==> src/rtl/sr_flag_arbiter_if.sv <==
// sr_flag_arbiter_if: request/grant bundle between flag-updating agents and the arbiter
interface sr_flag_arbiter_if #(
    parameter int NREQ  = 4,
    parameter int NFLAG = 8
);
    localparam int AW = $clog2(NFLAG);
    logic [NREQ-1:0]    req_valid;
    logic [NREQ-1:0]    req_op;
    logic [NREQ*AW-1:0] req_idx;
    logic [NREQ-1:0]    req_ready;
    modport master (output req_valid, req_op, req_idx, input req_ready);
    modport slave  (input req_valid, req_op, req_idx, output req_ready);
endinterface

==> src/rtl/sr_flag_arbiter.sv <==
// sr_flag_arbiter: round-robin arbitrated set/clear flag bank, one update per cycle
// Optional redundant-update counter enabled by SR_ARB_REDUND_CNT_EN
module sr_flag_arbiter #(
    parameter int NREQ  = 4,
    parameter int NFLAG = 8,
    localparam int AW   = $clog2(NFLAG),
    localparam int IW   = $clog2(NREQ)
) (
    input  logic                 clk,
    input  logic                 rst_n,
    sr_flag_arbiter_if.slave     req,
    input  logic                 clr_all,
    output logic [NFLAG-1:0]     flags,
    output logic                 ack_valid,
    output logic [IW-1:0]        ack_id,
    output logic [7:0]           redund_cnt
);
    logic [IW-1:0] rr_ptr, gnt, cand;
    logic [AW-1:0] g_idx;
    logic          found, grant, g_op, in_range;

    // descending scan so the candidate closest to rr_ptr wins
    always_comb begin
        gnt   = '0;
        cand  = '0;
        found = 1'b0;
        for (int k = NREQ - 1; k >= 0; k--) begin
            cand = IW'((int'(rr_ptr) + k) % NREQ);
            if (req.req_valid[cand]) begin
                gnt   = cand;
                found = 1'b1;
            end
        end
    end

    always_comb begin
        g_idx = '0;
        for (int k = 0; k < NREQ; k++)
            if (IW'(k) == gnt) g_idx = req.req_idx[k*AW +: AW];
    end

    assign g_op          = req.req_op[gnt];
    assign grant         = found && rst_n && !clr_all;
    assign in_range      = int'(g_idx) < NFLAG;
    assign req.req_ready = grant ? NREQ'(1) << gnt : '0;

    always_ff @(posedge clk or negedge rst_n) begin
        if (!rst_n) begin
            flags     <= '0;
            rr_ptr    <= '0;
            ack_valid <= 1'b0;
            ack_id    <= '0;
        end else begin
            ack_valid <= grant;
            if (grant) begin
                ack_id <= gnt;
                rr_ptr <= IW'((int'(gnt) + 1) % NREQ);
                if (in_range) flags[g_idx] <= g_op;
            end
            if (clr_all) flags <= '0;
        end
    end

`ifdef SR_ARB_REDUND_CNT_EN
    always_ff @(posedge clk or negedge rst_n) begin
        if (!rst_n) redund_cnt <= '0;
        else if (grant && in_range && flags[g_idx] == g_op && redund_cnt != 8'hFF)
            redund_cnt <= redund_cnt + 8'd1;
    end
`else
    assign redund_cnt = '0;
`endif
endmodule

==> src/flat_wrapper.sv <==
// flat-port wrapper written by rule: the top's interface ports become plain ports
module sr_flag_arbiter_flat 
#(
    parameter int NREQ  = 4,
    parameter int NFLAG = 8,
    localparam int AW   = $clog2(NFLAG),
    localparam int IW   = $clog2(NREQ)
)
  (clk, rst_n, clr_all, flags, ack_valid, ack_id, redund_cnt, req_req_valid, req_req_op, req_req_idx, req_req_ready);
  sr_flag_arbiter_if #(.NREQ(NREQ), .NFLAG(NFLAG)) req_i ();
  input  logic clk;
  input  logic rst_n;
  input  logic clr_all;
  output logic [NFLAG-1:0] flags;
  output logic ack_valid;
  output logic [IW-1:0] ack_id;
  output logic [7:0] redund_cnt;
  input wire logic [$bits(req_i.req_valid)-1:0] req_req_valid;
  input wire logic [$bits(req_i.req_op)-1:0] req_req_op;
  input wire logic [$bits(req_i.req_idx)-1:0] req_req_idx;
  output wire logic [$bits(req_i.req_ready)-1:0] req_req_ready;
  assign req_i.req_valid = req_req_valid;
  assign req_i.req_op = req_req_op;
  assign req_i.req_idx = req_req_idx;
  assign req_req_ready = req_i.req_ready;
  sr_flag_arbiter #(.NREQ(NREQ), .NFLAG(NFLAG)) u_core (.clk(clk), .rst_n(rst_n), .req(req_i), .clr_all(clr_all), .flags(flags), .ack_valid(ack_valid), .ack_id(ack_id), .redund_cnt(redund_cnt));
endmodule
==> config.mk <==
export PLATFORM = sky130hd
export DESIGN_NAME = sr_flag_arbiter_flat
export DESIGN_NICKNAME = d
export VERILOG_FILES = /design/src/rtl/sr_flag_arbiter_if.sv /design/src/rtl/sr_flag_arbiter.sv /design/src/flat_wrapper.sv
export SDC_FILE = /design/constraint.sdc
export NUM_CORES = 1
export LEC_CHECK = 0
export CORE_UTILIZATION = 40
export DETAILED_ROUTE_END_ITERATION = 10
export GPL_TIMING_DRIVEN = 0
export MAX_ROUTING_LAYER = met4
export PLACE_DENSITY = 0.78
export SLEW_MARGIN = 20
export SYNTH_ARGS = -nofsm -noshare
export SYNTH_HDL_FRONTEND = slang
export SYNTH_SLANG_ARGS = --single-unit
==> constraint.sdc <==
create_clock -name clk -period 3 [get_ports clk]
set_clock_uncertainty 0.05 [all_clocks]
set_input_delay 0.6 -clock clk [delete_from_list [all_inputs] [get_ports clk]]
set_output_delay 0.6 -clock clk [all_outputs]
set_load 0.03 [all_outputs]
==> impl_metrics.json <==
{
  "start_util_pct": 42.7,
  "core_area_mm2": 0.00223,
  "die_w_um": 50.8,
  "hpwlAfterDp_um": 1920,
  "drv_cap": 0,
  "die-area_mm2": 0.00258,
  "critPathTopFamily": "compound AO/OA/AOI/OAI gates",
  "vias": 941,
  "first_global_vias": 887,
  "synth_common_cells": "nand2_1 (16), dfrtp_1 (13), buf_4 (8), o31ai_1 (8)",
  "finalSetupTns_ps": 0,
  "drive_gt1_share_pct": 19.0,
  "avgRoutedWirePerCell_um": 13.5,
  "drtIter0Drc": 6,
  "ir_drop_v": 0.000415,
  "yosysMostFrequentCell": "nand2_1",
  "dr.pass1.iters": 4,
  "rows": 17,
  "p_leak_nw": 0.644,
  "max_freq_mhz": 350,
  "ctsHoldBuffers": 0,
  "antenna_left": 0,
  "syn_area_um2": 953,
  "fin_area_mm2": 0.00142,
  "gr-total-overflow": 0,
  "yosysTopAreaCell": "dfrtp_1",
  "path_cells": "dlygate4sd2_1 -> o41ai_4 -> nor2_8 -> and2_1 -> dlygate4sd2_1",
  "avgSynthCellArea_um2": 9.17,
  "total_power_uw": 812,
  "critPathKind": "in2out",
  "clkSinkCount": 13,
  "ys_ff_latch": 13,
  "clk_latency_ps": 280,
  "cp_common_cell": "dlygate4sd2_1",
  "synth_edf_count": 0,
  "start_kind": "input pin",
  "hold_violations": 0,
  "synth_area_leaders": "dfrtp_1 (34%), buf_4 (6.3%), nand2_1 (6.3%)",
  "syn2layout_area_growth_pct": 49.3,
  "required_ps": 2350,
  "finalSetupViolCount": 0,
  "fin_crit_ps": 2850,
  "portBuffers": 37,
  "status": "completed",
  "fin_nets": 181,
  "worstRegToRegCells": 11,
  "cp_slowest_cell": "o41ai_4",
  "yosys_most_used_dff": "dfrtp_1",
  "max_stage_delay_ps": 690,
  "via_per_inst": 5.20,
  "cts_max_level": 1,
  "clockBufferDepth": 2,
  "place_area_mm2": 0.00139,
  "drv_slew": 0,
  "cts_tree": "done",
  "seq_area_frac_synth_pct": 34.1,
  "finalCritPeriodShare_pct": 95.2,
  "ys_warn_count": 0,
  "slew_headroom_pct": 56.6,
  "drc_errors": 0,
  "synthArstFlopShare_pct": 100,
  "cts-root-buf": "clkbuf_4",
  "antenna_found_initial": 0,
  "grt_pass1_wl_um": 4010,
  "routed_wl_um": 2440,
  "yosys.area.top_type_share_pct": 34.1,
  "tightest_slew_ps": 648,
  "r2r_setup_slack_ps": 410,
  "gp_congestion": 0.763,
  "die_y_um": 50.8,
  "clk_pin_slew_ps": 80,
  "ys_types": 34,
  "p_per_area_mw_per_mm2": 571,
  "critPathCaptureType": "output port",
  "ios": 46,
  "path_buf_inv": 2,
  "grt_max_degree": 15,
  "r2r-end": "u_core.flags[6]",
  "antennaDiodeCount": 0,
  "reg2reg_from": "u_core.rr_ptr[1]",
  "grtUsageTotal_pct": 21.4,
  "cts_buffers": 3,
  "hp-class": "in2async",
  "crit_fanout": 10,
  "syn_inst": 104,
  "crit_arrival_ps": 2200
}
cell usage in the layout, fill, tap and decap left out, drive strengths merged:
cell type,count
mux2,1
clkinv,1
o21ai,5
buf,11
clkdlybuf4s15,2
dfrtp,13
dlygate4sd2,3
nor3,1
o22ai,2
and2,4
clkdlybuf4s50,28
mux2i,2
dlymetal6s2s,1
inv,4
a211oi,1
o211ai,4
o41ai,1
o22a,3
nand3,1
o311ai,4
nand3b,3
o21bai,1
nand2,17
o31ai,8
nor2,4
conb,8
and3b,1
a221o,1
nor2b,1
ha,4
clkbuf,6
a21oi,4
nand2b,2
o21a,1
metrics by stage:
| stage | hold slack [ps] | utilization (%) | std cells | setup slack, ps |
|---|---|---|---|---|
| floorplan | 254 | - | 111 | 173 |
| global placement | 423 | 62.0 | 176 | -788 |
| detailed placement | 452 | 62.0 | 176 | -863 |
| CTS | 425 | 63.5 | 181 | -32.8 |
| global route | 180 | 63.8 | 181 | -9.74 |
| finish | 164 | 63.8 | 181 | 145 |
metal layers:
metal | share of wire [%] | track usage, % | wire length (um)
met5 | 0 | - | 0
met3 | 6.0 | 3.57 | 146
met4 | 1.4 | 6.94 | 34
met1 | 44 | 28.1 | 1070
met2 | 49 | 33.8 | 1190
registers in the layout, summed over array words and instances, names as in the netlist:
signal and cells:
u_core.ack_id 2, u_core.ack_valid 1, u_core.flags 8, u_core.rr_ptr 2
worst max-delay path by stage:
stage	start	endpoint	cells past startpoint
after floorplan	req_req_valid[3]	req_req_ready[3]	7
after global placement	req_req_valid[3]	req_req_ready[3]	9
after detailed placement	req_req_valid[3]	req_req_ready[3]	9
after CTS	req_req_valid[0]	req_req_ready[3]	7
after global routing	req_req_valid[2]	req_req_ready[1]	8
final	req_req_valid[1]	req_req_ready[0]	5
area by class of cell:
type                            instances  area, um^2
Fill cell                             209         810
Timing Repair Buffer                   38         367
Buffer                                  9        71.3
Multi-Input combinational cell         84         579
Inverter                                5        20.0
Clock buffer                            4        26.3
Tap cell                               28        35.0
Sequential cell                        13         325
cell families after synthesis:
kind of cell	share of synthesized area, %
buf+inv	9.58
other cells	0.393
simple gates	19.2
compound gates	28.2
flops	34.1
mux	3.28
fa+ha+maj	5.25
where the power goes:
group | switching (mW) | internal [mW]
sequential | 0.0212 | 0.206
clock | 0.0612 | 0.0517
combinational | 0.287 | 0.186
total | 0.369 | 0.443
repair_timing:
item / in CTS / in global routing
resized for setup: 19 / 12
pin swaps: 1 / 1
endpoints found under the setup margin: 12 / 9
buffers inserted: 1 / 0
Power figures use the tool's default switching activity.
